==> config.mk <==
export PLATFORM = sky130hd
export DESIGN_NAME = mem_stage_hs
export DESIGN_NICKNAME = d
export VERILOG_FILES = /design/src/rtl/mem_stage_pkg.sv /design/src/rtl/mem_lane_align.sv /design/src/rtl/mem_stage_hs.sv
export SDC_FILE = /design/constraint.sdc
export NUM_CORES = 1
export LEC_CHECK = 0
export CORE_ASPECT_RATIO = 0.7
export CORE_UTILIZATION = 45
export DETAILED_ROUTE_END_ITERATION = 7
export PLACE_DENSITY_LB_ADDON = 0.05
export SYNTH_ARGS = -nofsm -noshare
export SYNTH_HDL_FRONTEND = slang
export SYNTH_HIERARCHICAL = 1
export SYNTH_SLANG_ARGS = --single-unit
==> constraint.sdc <==
create_clock -name clk -period 2.5 [get_ports clk]
set_clock_uncertainty 0.05 [all_clocks]
set_input_delay 0.25 -clock clk [delete_from_list [all_inputs] [get_ports clk]]
set_output_delay 0.25 -clock clk [all_outputs]
set_load 0.02 [all_outputs]
==> src/rtl/mem_stage_pkg.sv <==
// Shared definitions for the MIPS-32 memory stage: opcodes, FSM states, access sizes
// and small opcode-decode helpers.
package mem_stage_pkg;

    localparam logic [5:0] OP_LB  = 6'b100000;
    localparam logic [5:0] OP_LH  = 6'b100001;
    localparam logic [5:0] OP_LW  = 6'b100011;
    localparam logic [5:0] OP_LBU = 6'b100100;
    localparam logic [5:0] OP_LHU = 6'b100101;
    localparam logic [5:0] OP_SB  = 6'b101000;
    localparam logic [5:0] OP_SH  = 6'b101001;
    localparam logic [5:0] OP_SW  = 6'b101011;

    typedef enum logic [1:0] {IDLE, REQ, WAIT_RD} state_t;
    typedef enum logic [1:0] {SZ_B, SZ_H, SZ_W} size_t;

    function automatic logic is_load(input logic [5:0] op);
        return op inside {OP_LB, OP_LH, OP_LW, OP_LBU, OP_LHU};
    endfunction

    function automatic logic is_store(input logic [5:0] op);
        return op inside {OP_SB, OP_SH, OP_SW};
    endfunction

    function automatic size_t op_size(input logic [5:0] op);
        if (op inside {OP_LB, OP_LBU, OP_SB})
            return SZ_B;
        else if (op inside {OP_LH, OP_LHU, OP_SH})
            return SZ_H;
        else
            return SZ_W;
    endfunction

    function automatic logic op_signed(input logic [5:0] op);
        return op inside {OP_LB, OP_LH};
    endfunction

endpackage

==> src/rtl/mem_lane_align.sv <==
// Combinational lane logic: store byte enables / data replication and load
// lane selection with sign or zero extension (little-endian).
module mem_lane_align
    import mem_stage_pkg::*;
(
    input  size_t       st_size,
    input  logic [1:0]  st_addr_lo,
    input  logic [31:0] st_data,
    output logic [3:0]  st_be,
    output logic [31:0] st_wdata,
    input  size_t       ld_size,
    input  logic        ld_signed,
    input  logic [1:0]  ld_addr_lo,
    input  logic [31:0] ld_rdata,
    output logic [31:0] ld_data
);

    logic [7:0]  ld_byte;
    logic [15:0] ld_half;

    always_comb begin
        st_be = 4'b1111;
        case (st_size)
            SZ_B:    st_be = 4'b0001 << st_addr_lo;
            SZ_H:    st_be = st_addr_lo[1] ? 4'b1100 : 4'b0011;
            default: st_be = 4'b1111;
        endcase
    end

    // Each lane takes the byte it would hold if the access were naturally placed there.
    genvar gi;
    generate
        for (gi = 0; gi < 4; gi++) begin : g_lane
            assign st_wdata[8*gi +: 8] = (st_size == SZ_B) ? st_data[7:0] :
                                         (st_size == SZ_H) ? st_data[8*(gi%2) +: 8] :
                                                             st_data[8*gi +: 8];
        end
    endgenerate

    assign ld_byte = ld_rdata[8*ld_addr_lo +: 8];
    assign ld_half = ld_addr_lo[1] ? ld_rdata[31:16] : ld_rdata[15:0];

    always_comb begin
        ld_data = ld_rdata;
        case (ld_size)
            SZ_B:    ld_data = {{24{ld_signed & ld_byte[7]}}, ld_byte};
            SZ_H:    ld_data = {{16{ld_signed & ld_half[15]}}, ld_half};
            default: ld_data = ld_rdata;
        endcase
    end

endmodule

==> src/rtl/mem_stage_hs.sv <==
// MIPS-32 memory-access stage with req/gnt/rvalid data-memory handshake.
// Optional misaligned-access trap enabled by defining MEM_STAGE_MISALIGN_TRAP_EN.
module mem_stage_hs
    import mem_stage_pkg::*;
#(
    parameter int ADDR_W = 32,
    parameter int DATA_W = 32,
    parameter int REG_AW = 5
) (
    input  logic              clk,
    input  logic              rst_n,
    input  logic              in_valid,
    output logic              in_ready,
    input  logic [5:0]        in_opcode,
    input  logic [REG_AW-1:0] in_rt,
    input  logic [DATA_W-1:0] in_rt_value,
    input  logic [ADDR_W-1:0] in_eff_addr,
    input  logic              in_wr_en,
    output logic              mem_req,
    output logic              mem_we,
    output logic [ADDR_W-1:0] mem_addr,
    output logic [3:0]        mem_be,
    output logic [DATA_W-1:0] mem_wdata,
    input  logic              mem_gnt,
    input  logic              mem_rvalid,
    input  logic [DATA_W-1:0] mem_rdata,
    output logic              wb_valid,
    output logic              wb_we,
    output logic [REG_AW-1:0] wb_addr,
    output logic [DATA_W-1:0] wb_data,
    output logic              exc_misalign
);

    generate
        if (DATA_W != 32) begin : g_bad_data_w
            $error("mem_stage_hs: DATA_W must be 32");
        end
    endgenerate

    state_t            state_reg, state_next;
    logic [5:0]        op_reg;
    logic [REG_AW-1:0] rt_reg;
    logic [1:0]        addr_lo_reg;
    logic              mem_we_reg;
    logic [ADDR_W-1:0] mem_addr_reg;
    logic [3:0]        mem_be_reg;
    logic [DATA_W-1:0] mem_wdata_reg;
    logic              wb_valid_reg, wb_we_reg;
    logic [REG_AW-1:0] wb_addr_reg;
    logic [DATA_W-1:0] wb_data_reg;

    logic        accept, in_is_mem, in_is_store, trap;
    size_t       in_size;
    logic [3:0]  st_be;
    logic [31:0] st_wdata, ld_data;

    assign in_ready    = (state_reg == IDLE);
    assign accept      = in_valid & in_ready;
    assign in_is_store = is_store(in_opcode);
    assign in_is_mem   = is_load(in_opcode) | in_is_store;
    assign in_size     = op_size(in_opcode);

    mem_lane_align u_align (
        .st_size    (in_size),
        .st_addr_lo (in_eff_addr[1:0]),
        .st_data    (in_rt_value),
        .st_be      (st_be),
        .st_wdata   (st_wdata),
        .ld_size    (op_size(op_reg)),
        .ld_signed  (op_signed(op_reg)),
        .ld_addr_lo (addr_lo_reg),
        .ld_rdata   (mem_rdata),
        .ld_data    (ld_data)
    );

`ifdef MEM_STAGE_MISALIGN_TRAP_EN
    logic exc_reg;

    assign trap = in_is_mem &&
                  ((in_size == SZ_H && in_eff_addr[0]) ||
                   (in_size == SZ_W && in_eff_addr[1:0] != 2'b00));

    always_ff @(posedge clk or negedge rst_n) begin
        if (!rst_n)
            exc_reg <= 1'b0;
        else
            exc_reg <= accept & trap;
    end

    assign exc_misalign = exc_reg;
`else
    assign trap         = 1'b0;
    assign exc_misalign = 1'b0;
`endif

    always_comb begin
        state_next = state_reg;
        case (state_reg)
            IDLE:    if (accept && in_is_mem && !trap) state_next = REQ;
            REQ:     if (mem_gnt) state_next = is_store(op_reg) ? IDLE : WAIT_RD;
            WAIT_RD: if (mem_rvalid) state_next = IDLE;
            default: state_next = IDLE;
        endcase
    end

    always_ff @(posedge clk or negedge rst_n) begin
        if (!rst_n)
            state_reg <= IDLE;
        else
            state_reg <= state_next;
    end

    always_ff @(posedge clk or negedge rst_n) begin
        if (!rst_n) begin
            op_reg        <= '0;
            rt_reg        <= '0;
            addr_lo_reg   <= '0;
            mem_we_reg    <= 1'b0;
            mem_addr_reg  <= '0;
            mem_be_reg    <= '0;
            mem_wdata_reg <= '0;
            wb_valid_reg  <= 1'b0;
            wb_we_reg     <= 1'b0;
            wb_addr_reg   <= '0;
            wb_data_reg   <= '0;
        end else begin
            wb_valid_reg <= 1'b0;
            if (accept) begin
                if (!in_is_mem) begin
                    wb_valid_reg <= 1'b1;
                    wb_we_reg    <= in_wr_en && (in_rt != '0);
                    wb_addr_reg  <= in_rt;
                    wb_data_reg  <= DATA_W'(in_eff_addr);
                end else if (trap) begin
                    wb_valid_reg <= 1'b1;
                    wb_we_reg    <= 1'b0;
                    wb_addr_reg  <= in_rt;
                end else begin
                    op_reg        <= in_opcode;
                    rt_reg        <= in_rt;
                    addr_lo_reg   <= in_eff_addr[1:0];
                    mem_we_reg    <= in_is_store;
                    mem_addr_reg  <= {in_eff_addr[ADDR_W-1:2], 2'b00};
                    mem_be_reg    <= in_is_store ? st_be : 4'b1111;
                    mem_wdata_reg <= st_wdata;
                end
            end
            if (state_reg == REQ && mem_gnt) begin
                mem_we_reg <= 1'b0;
                if (is_store(op_reg)) begin
                    wb_valid_reg <= 1'b1;
                    wb_we_reg    <= 1'b0;
                    wb_addr_reg  <= rt_reg;
                end
            end
            if (state_reg == WAIT_RD && mem_rvalid) begin
                wb_valid_reg <= 1'b1;
                wb_we_reg    <= (rt_reg != '0);
                wb_addr_reg  <= rt_reg;
                wb_data_reg  <= ld_data;
            end
        end
    end

    assign mem_req   = (state_reg == REQ);
    assign mem_we    = mem_we_reg;
    assign mem_addr  = mem_addr_reg;
    assign mem_be    = mem_be_reg;
    assign mem_wdata = mem_wdata_reg;
    assign wb_valid  = wb_valid_reg;
    assign wb_we     = wb_we_reg;
    assign wb_addr   = wb_addr_reg;
    assign wb_data   = wb_data_reg;

endmodule

==> results of run 1 <==
==> layer usage <==
layer	GRT usage	wire length [um]
met5	0	0
met4	0.0645	112
met3	0.0746	1180
met2	0.366	7360
met1	0.345	8130
==> where the power goes <==
group	total, mW	switching, mW	internal, mW
Clock	2.43	0.931	1.50
Sequential	2.86	0.344	2.52
Combinational	3.32	1.63	1.69
==> layout by cell type, fill, tap and decap left out, drive strengths merged, types with 5 or more instances in the layout <==
cell / count
o22a: 7
nor2b: 15
clkdlybuf4s50: 219
a221o: 8
clkbuf: 19
dfrtp: 121
clkinvlp: 5
nor2: 15
nand2: 92
a21oi: 12
buf: 15
mux2i: 49
o21ai: 48
inv: 10
mux2: 91
==> cell type report <==
type,count,area [um2],area share
Clock buffer,19,443,0.0489
Sequential cell,121,3030,0.334
Clock inverter,13,146,0.0162
Tap cell,185,231,0.0256
Multi-Input combinational cell,380,2820,0.311
Inverter,8,30.0,0.00331
Timing Repair Buffer,235,2360,0.261
==> logic make-up after synthesis <==
logic type	count (synthesis)	synth area share
other	1	0.000613
multiplexers	140	0.248
AND/OR/NAND/NOR	136	0.0971
AO/OA/AOI/OAI	101	0.109
flip-flops	121	0.495
buffers and inverters	54	0.0503
==> stage by stage <==
step / instance area, um2 / instances / total power [mW] / hold slack, ns / setup WS, ns
floorplan: 6130 / 555 / 4.63 / -0.0956 / 0.522
global placement: 8450 / 928 / 6.12 / 0.205 / 0.253
detailed placement: 8450 / 928 / 6.19 / 0.217 / 0.162
CTS: 9050 / 961 / 8.67 / 0.318 / 0.153
global route: 9060 / 961 / 9.03 / 0.357 / 0.0181
finish: 9060 / 961 / 8.61 / 0.314 / 0.267
==> worst paths after layout <==
path | end | cells after the start | from
min | mem_addr[9]$_DFFE_PN0P_ | 2 | rst_n
max | wb_data[4]$_DFFE_PN0P_ | 9 | op_reg[4]$_DFFE_PN0P_
min in group clk | op_reg[5]$_DFFE_PN0P_ | 1 | op_reg[5]$_DFFE_PN0P_
max in group asynchronous | mem_wdata[27]$_DFFE_PN0P_ | 3 | rst_n
max reg2reg | wb_data[4]$_DFFE_PN0P_ | 9 | op_reg[4]$_DFFE_PN0P_
min reg2reg | op_reg[5]$_DFFE_PN0P_ | 1 | op_reg[5]$_DFFE_PN0P_
==> worst max-delay path: cells and delay by family (launching register included) <==
kind | cells | cell delay (ns)
simple gates | 5 | 0.88
flops | 1 | 0.37
compound gates | 4 | 0.80
==> what timing repair did <==
action                     CTS  global route
hold buffers                 1             0
hold endpoints to repair    39             0
gates resized for setup      0             2
setup endpoints to repair    0             2
==> metrics, run 1 <==
status finished, final reports clean; Mapped Cells 553; final setup violation count 0; core area 13200 um2; num rows 35; distinct cell type count after synthesis 44; Hold Path Class in2async; final hold vios 0; top cell type's share of synthesized area 0.495; Worst EP required 2.71 ns; Clock Latency Late Sink 0.40 ns; Syn. warnings 6; nature of the critical path endpoint flop; Core Util, Final 0.685; Worst Tran Pin Value 0.918 ns; GRT Util Overall 0.244; area of the mapped netlist 6120 um2; global-route wire length before repair 26600 um; initial antenna violation count 0; n_diodes 0; Final Cycle Share 0.893; # fillers 1037; ANT nets after route 0; Longest Clk Path Bufs 2; CP startpoint kind flop; Yosys reg bits 121; crit-path max cell delay 0.37 ns; drt drc 0; Fmax achieved 448 MHz; largest net degree at the start of global routing 73; clk sink count 121; setup TNS 0 ns; most used cell, CP nand2b_1; leakage 3.98 nW; Worst EP arrival 2.44 ns; asr flop ratio synth 1.00; synthesis-to-finish area growth 48.0%; Slew Limit Fails 0; TritonCTS buffer count 17; # IOs 224; Die Span Y 99.6 um; # Post-CTS Setup Buffers 0; max_slew headroom 0.385; vias in the first global route 5012; fin crit period 2.23 ns; Setup CP Type reg2reg; CTS root buf clkbuf_16; pwr dens 951 nW/um2; worst path cell trace nand2b_1, a211o_1, nor2_2, nor2b_2, nand2b_1, a2bb2oi_1, o22a_1, nand2_1, o21ai_0; Die Area 14100 um2; drt first pass iters 5; MaxCap Viol Count 0; sequential area share after synthesis 0.495; Die X 141 um; DR iter-0 viols 214; CTS H-tree depth 4; share of cells above drive strength 1 0.180; Port Buffers 220; WL/cell 17.5 um; DPL Wire Length 12200 um; Slowest-stage cell, CP dfrtp_1; Area contributors post-synth dfrtp_1 (49%), mux2_2 (15%), mux2i_1 (8.0%), nand2_1 (5.6%), o21ai_0 (3.6%); Synth top cells by count dfrtp_1 (121), nand2_1 (92), mux2_2 (82); ys flop type dfrtp_1; GRT overflow 0; Synth area leader dfrtp_1; CTS tree yes; CP Max Fanout 12; total number of vias 4909; reg2reg setup slack 0.27 ns; clock slew at reported path FFs 0.06 ns; RSZ-0062 raised after global routing no; Post-synth EDFFs 0; Initial Utilization 0.463; drt total wl 16800 um; syn avg cell area 11.1 um2; RePlAce Congestion 0.887; count leader, synth dfrtp_1; Peak VDD IR 0.647 mV; count of nets after finishing 876; vias per cell 5.11
(Power assumes the default switching activity.)
==> inputs of run 2 (changes only) <==
CORE_MARGIN = 2   (was default)
TNS_END_PERCENT = 50   (was default)
==> run 2 against run 1 <==
  * Core utilization is 0.20 points higher
  * Clock-buffer cell count unchanged
  * Sequential share of layout area is 0.097 points lower
  * Die area rose by 3.5%
  * Via count rose by 0.67%
  * Cell area increased by 0.29%
  * Fmax fell by 3.2%
  * Hold slack improved by 0.022 ns
  * Worst setup slack lost 0.075 ns
  * Power is 1.0% higher
  * Clock power rose by 4%
  * Largest power group unchanged
==> metrics, run 2 (synthesis gave the netlist of run 1 again) <==
num rows 35 (unchanged); commonest non-fill, non-tap cell in the layout clkdlybuf4s50_1; vias per cell 5.15 (+0.78%); CTS H-tree depth 4 (unchanged); max_slew headroom 0.368 (-0.0175); GRT Util Overall 0.237 (-0.00689); Fmax achieved 433 MHz (-3.2%); GRT overflow 0 (unchanged); drt first pass iters 4 (-1); WL/cell 17.4 um (-0.21%); leakage 3.99 nW (+0.26%); clk sink count 121 (unchanged); DR iter-0 viols 230 (+7.5%); Setup CP Type reg2reg; global-route wire length before repair 26800 um (+0.93%); CTS tree yes; nature of the critical path endpoint flop; total number of vias 4942 (+0.67%); RSZ-0062 raised after global routing no; Power Total 8.70 mW (+1.0%); core area 13200 um2 (unchanged); Slew Limit Fails 0 (unchanged); Clock Latency Late Sink 0.40 ns (about the same); Port Buffers 220 (unchanged); final setup violation count 0 (unchanged); pwr dens 958 nW/um2 (+0.73%); drt total wl 16700 um (-0.32%); Initial Utilization 0.463 (unchanged); most frequent cells in the layout clkdlybuf4s50_1 (219), dfrtp_1 (121), nand2_1 (92); setup TNS 0 ns (unchanged); RePlAce Congestion 0.906 (+2.2%); initial antenna violation count 0 (unchanged); Die Span Y 102 um (+2.0%); count of nets after finishing 875 (-0.11%); # fillers 1033 (-0.39%); TritonCTS buffer count 17 (unchanged); clock slew at reported path FFs 0.06 ns (about the same); Hold Path Class in2async; dpl cells 927 (-0.11%); fin crit period 2.31 ns (+0.0749 ns); Final Cycle Share 0.923 (+0.0300); share of cells above drive strength 1 0.179 (-0.00106); Peak VDD IR 0.574 mV (-11%); # IOs 224 (unchanged); Die Area 14600 um2 (+3.5%); Worst EP arrival 2.58 ns (+0.14 ns); final hold vios 0 (unchanged); drt drc 0 (unchanged); MaxCap Viol Count 0 (unchanged); CP Max Fanout 36 (+24); Worst EP required 2.77 ns (+0.06 ns); Die X 143 um (+1.4%); status finished, final reports clean; largest net degree at the start of global routing 65 (-11%); synthesis-to-finish area growth 48.4%; Post-Layout Cell Count 960 (-0.10%); Core Util, Final 0.687 (+0.00199); CP startpoint kind flop; DPL Wire Length 12200 um (+0.16%); Longest Clk Path Bufs 2 (unchanged); n_diodes 0 (unchanged); vias in the first global route 5038 (+0.52%); ANT nets after route 0 (unchanged); Worst Tran Pin Value 0.944 ns (+0.0261 ns); CTS root buf clkbuf_16
-- run 2: cell types whose count changed in the layout (fill, tap and decap cells not counted), sizes merged --
cell / delta
inv: +1
clkinv: -2
bufinv: +1
buf: -1
-- run 2: power breakdown --
group	total, mW	switching [mW]	internal (mW)	leakage [nW]
clock	2.53	0.930	1.60	0.283
combinational	3.30	1.62	1.69	2.26
sequential	2.86	0.344	2.52	1.45
-- run 2: area by class of cell --
type,instances,area (um2),area share
clock buffer,19,443,0.0488
clock inverter,13,168,0.0185
inverter,8,30.0,0.00331
multi-input combinational,380,2820,0.310
sequential,121,3030,0.333
tap,185,231,0.0255
timing repair buffer,234,2370,0.261
-- run 2: repair_timing --
item | CTS | global route
setup buffers | 0 | 0
hold endpoints to repair | 42 | 0
gates resized for setup | 0 | 2
endpoints found under the setup margin | 0 | 5
hold buffers | 1 | 0
-- run 2: final timing paths --
kind / startpoint / end / slack [ns] / cells after the start
min in group clk: in_eff_addr[27] / mem_addr[27]$_DFFE_PN0P_ / 0.43 / 2
min: rst_n / mem_addr[9]$_DFFE_PN0P_ / 0.34 / 2
max reg2reg: op_reg[4]$_DFFE_PN0P_ / wb_data[20]$_DFFE_PN0P_ / 0.19 / 9
max in group asynchronous: rst_n / wb_data[24]$_DFFE_PN0P_ / 1.39 / 3
min reg2reg: mem_be[1]$_DFFE_PN0P_ / mem_be[1]$_DFFE_PN0P_ / 0.43 / 2
max: op_reg[4]$_DFFE_PN0P_ / wb_data[20]$_DFFE_PN0P_ / 0.19 / 9
-- run 2: critical path, stage by stage, from the launching register on --
cell      delay [ns]
dfrtp_1         0.37
nand2b_1        0.18
a211o_1         0.32
buf_4           0.26
nand2b_1        0.24
a21oi_1         0.14
nand2_1         0.30
nand2_1         0.21
nand2_1         0.06
o21ai_0         0.10
-- run 2: metal layers --
layer	up-vias	part of all wire	GRT usage
met1	2401	0.47	0.332
li1	2360	-	-
met5	-	0	0
met2	172	0.44	0.356
met3	9	0.082	0.0813
met4	0	0.0073	0.0603
-- run 2: per-stage QoR --
stage	cell area (um2)	hold WS, ns	setup WS [ns]
after floorplan	6130	-0.0956	0.522
after global placement	8460	0.232	0.267
after detailed placement	8460	0.238	0.135
after CTS	9080	0.351	0.116
after global routing	9080	0.374	0.0105
final	9080	0.336	0.192
==> inputs of run 3 (changes only) <==
RECOVER_POWER = 25   (was default)
==> run 3 against run 2 <==
  * Clock-buffer cell count stayed put
  * Via count is 0.30% higher
  * Critical path depth stayed put
  * Register-to-register slack hardly changed
  * Core utilization is 0.23 points lower
  * Critical endpoint unchanged
  * Largest cell class unchanged
  * Highest routed layer unchanged
==> metrics, run 3 (synthesis gave the netlist of run 1 again) <==
Worst EP arrival 2.58 ns (about the same); synthesis-to-finish area growth 47.9%; core area 13200 um2 (unchanged); commonest non-fill, non-tap cell in the layout clkdlybuf4s50_1; Final Cycle Share 0.923 (about the same); Port Buffers 220 (unchanged); drt total wl 16700 um (about the same); DR iter-0 viols 219 (-4.8%); Initial Utilization 0.463 (unchanged); crit path from op_reg[4]$_DFFE_PN0P_; status finished, final reports clean; total number of vias 4957 (+0.30%); # Post-CTS Setup Buffers 0 (unchanged); vias per cell 5.16 (+0.30%); setup TNS 0 ns (unchanged); CTS root buf clkbuf_16; Worst EP required 2.77 ns (about the same); count of nets after finishing 875 (unchanged); Clock Latency Late Sink 0.40 ns (about the same); pwr dens 960 nW/um2 (+0.26%); Worst Tran Pin Value 1.11 ns (+0.162 ns); Setup WS post-layout 0.193 ns (+0.00141 ns); ANT nets after route 0 (unchanged); r2r startpoint op_reg[4]$_DFFE_PN0P_; Place WS 0.135 ns (unchanged); drt drc 0 (unchanged); final hold vios 0 (unchanged); WL/cell 17.4 um (about the same); initial antenna violation count 0 (unchanged); # fillers 1038 (+0.48%); multi-input logic area 2820 um2 (unchanged); drt first pass iters 4 (unchanged); share of cells above drive strength 1 0.179 (unchanged); vias in the first global route 5038 (unchanged); worst hold slack 0.430 ns (+0.0940 ns); RePlAce Congestion 0.906 (unchanged); Power Total 8.69 mW (about the same); num rows 35 (unchanged); sequential cell area 3030 um2 (unchanged); clk sink count 121 (unchanged); CTS H-tree depth 4 (unchanged); Hold Path Class in2reg; MaxCap Viol Count 0 (unchanged); clock slew at reported path FFs 0.06 ns (about the same); GRT overflow 0 (unchanged); CP startpoint kind flop; Longest Clk Path Bufs 2 (unchanged); GRT Util Overall 0.237 (unchanged); Die X 143 um (unchanged); Die Area 14600 um2 (unchanged); dpl cells 927 (unchanged); hold path startpoint in_eff_addr[27]; DPL Wire Length 12200 um (unchanged); largest net degree at the start of global routing 65 (unchanged); most frequent cells in the layout clkdlybuf4s50_1 (219), dfrtp_1 (121), nand2_1 (92); CTS tree yes; nature of the critical path endpoint flop; leakage 3.98 nW (-0.27%); max_slew headroom 0.262 (-0.105); global-route wire length before repair 26800 um (unchanged); Die Span Y 102 um (unchanged); TritonCTS buffer count 17 (unchanged); Setup CP Type reg2reg; Slew Limit Fails 0 (unchanged); Peak VDD IR 0.574 mV (about the same); Post-Layout Cell Count 960 (unchanged); fin crit period 2.31 ns (-0.00141 ns); RSZ-0062 raised after global routing no; CP Max Fanout 36 (unchanged); Fmax achieved 434 MHz (about the same); # IOs 224 (unchanged); final setup violation count 0 (unchanged); n_diodes 0 (unchanged)
-- run 3: changes by cell type in the layout (fill, tap and decap cells not counted) --
| cell | previous run | this run |
|---|---|---|
| clkbuf_4 | 0 | 1 |
| buf_12 | 5 | 3 |
| clkbuf_2 | 0 | 2 |
| buf_4 | 9 | 8 |
-- run 3: report_power, final --
group,switching (mW),leakage [nW],internal [mW],total [mW]
logic,1.62,2.24,1.68,3.30
registers,0.344,1.45,2.52,2.86
clock network,0.930,0.283,1.60,2.53
-- run 3: critical path: stages (launching register included) --
cell	delay (ns)
dfrtp_1	0.37
nand2b_1	0.18
a211o_1	0.32
buf_4	0.26
nand2b_1	0.24
a21oi_1	0.14
nand2_1	0.30
nand2_1	0.21
nand2_1	0.06
o21ai_0	0.10
-- run 3: stage by stage --
| step | utilization | cell area, um2 |
|---|---|---|
| floorplan | - | 6130 |
| global placement | 0.640 | 8460 |
| detailed placement | 0.640 | 8460 |
| CTS | 0.687 | 9080 |
| global route | 0.685 | 9050 |
| finish | 0.685 | 9050 |
-- run 3: final cells by class --
class | count | share of cell area
Sequential cell | 121 | 0.334
Multi-Input combinational cell | 380 | 0.311
Timing Repair Buffer | 234 | 0.258
Clock buffer | 19 | 0.0489
Tap cell | 185 | 0.0256
Clock inverter | 13 | 0.0185
Inverter | 8 | 0.00332
-- run 3: repair_timing --
action	in CTS	in global routing
endpoints found under the setup margin	0	5
hold buffers	1	0
endpoints found under the hold margin	42	0
resized for setup	0	2
-- run 3: worst paths after layout --
check | to | depth (start not counted) | slack [ns]
setup reg to reg | wb_data[20]$_DFFE_PN0P_ | 9 | 0.19
setup / recovery | wb_data[20]$_DFFE_PN0P_ | 9 | 0.19
max in group asynchronous | mem_be[3]$_DFFE_PN0P_ | 3 | 0.43
hold / removal | mem_addr[27]$_DFFE_PN0P_ | 2 | 0.43
hold reg to reg | mem_be[1]$_DFFE_PN0P_ | 2 | 0.43
min in group asynchronous | mem_addr[9]$_DFFE_PN0P_ | 2 | 0.53
-- run 3: layer usage --
metal | vias to the layer above | global-route usage | share of wire | wire (um)
li1 | 2360 | - | - | -
met1 | 2412 | 0.332 | 0.46 | 7780
met2 | 176 | 0.356 | 0.44 | 7440
met3 | 9 | 0.0813 | 0.083 | 1390
met4 | 0 | 0.0603 | 0.0073 | 122
met5 | - | 0 | 0 | 0
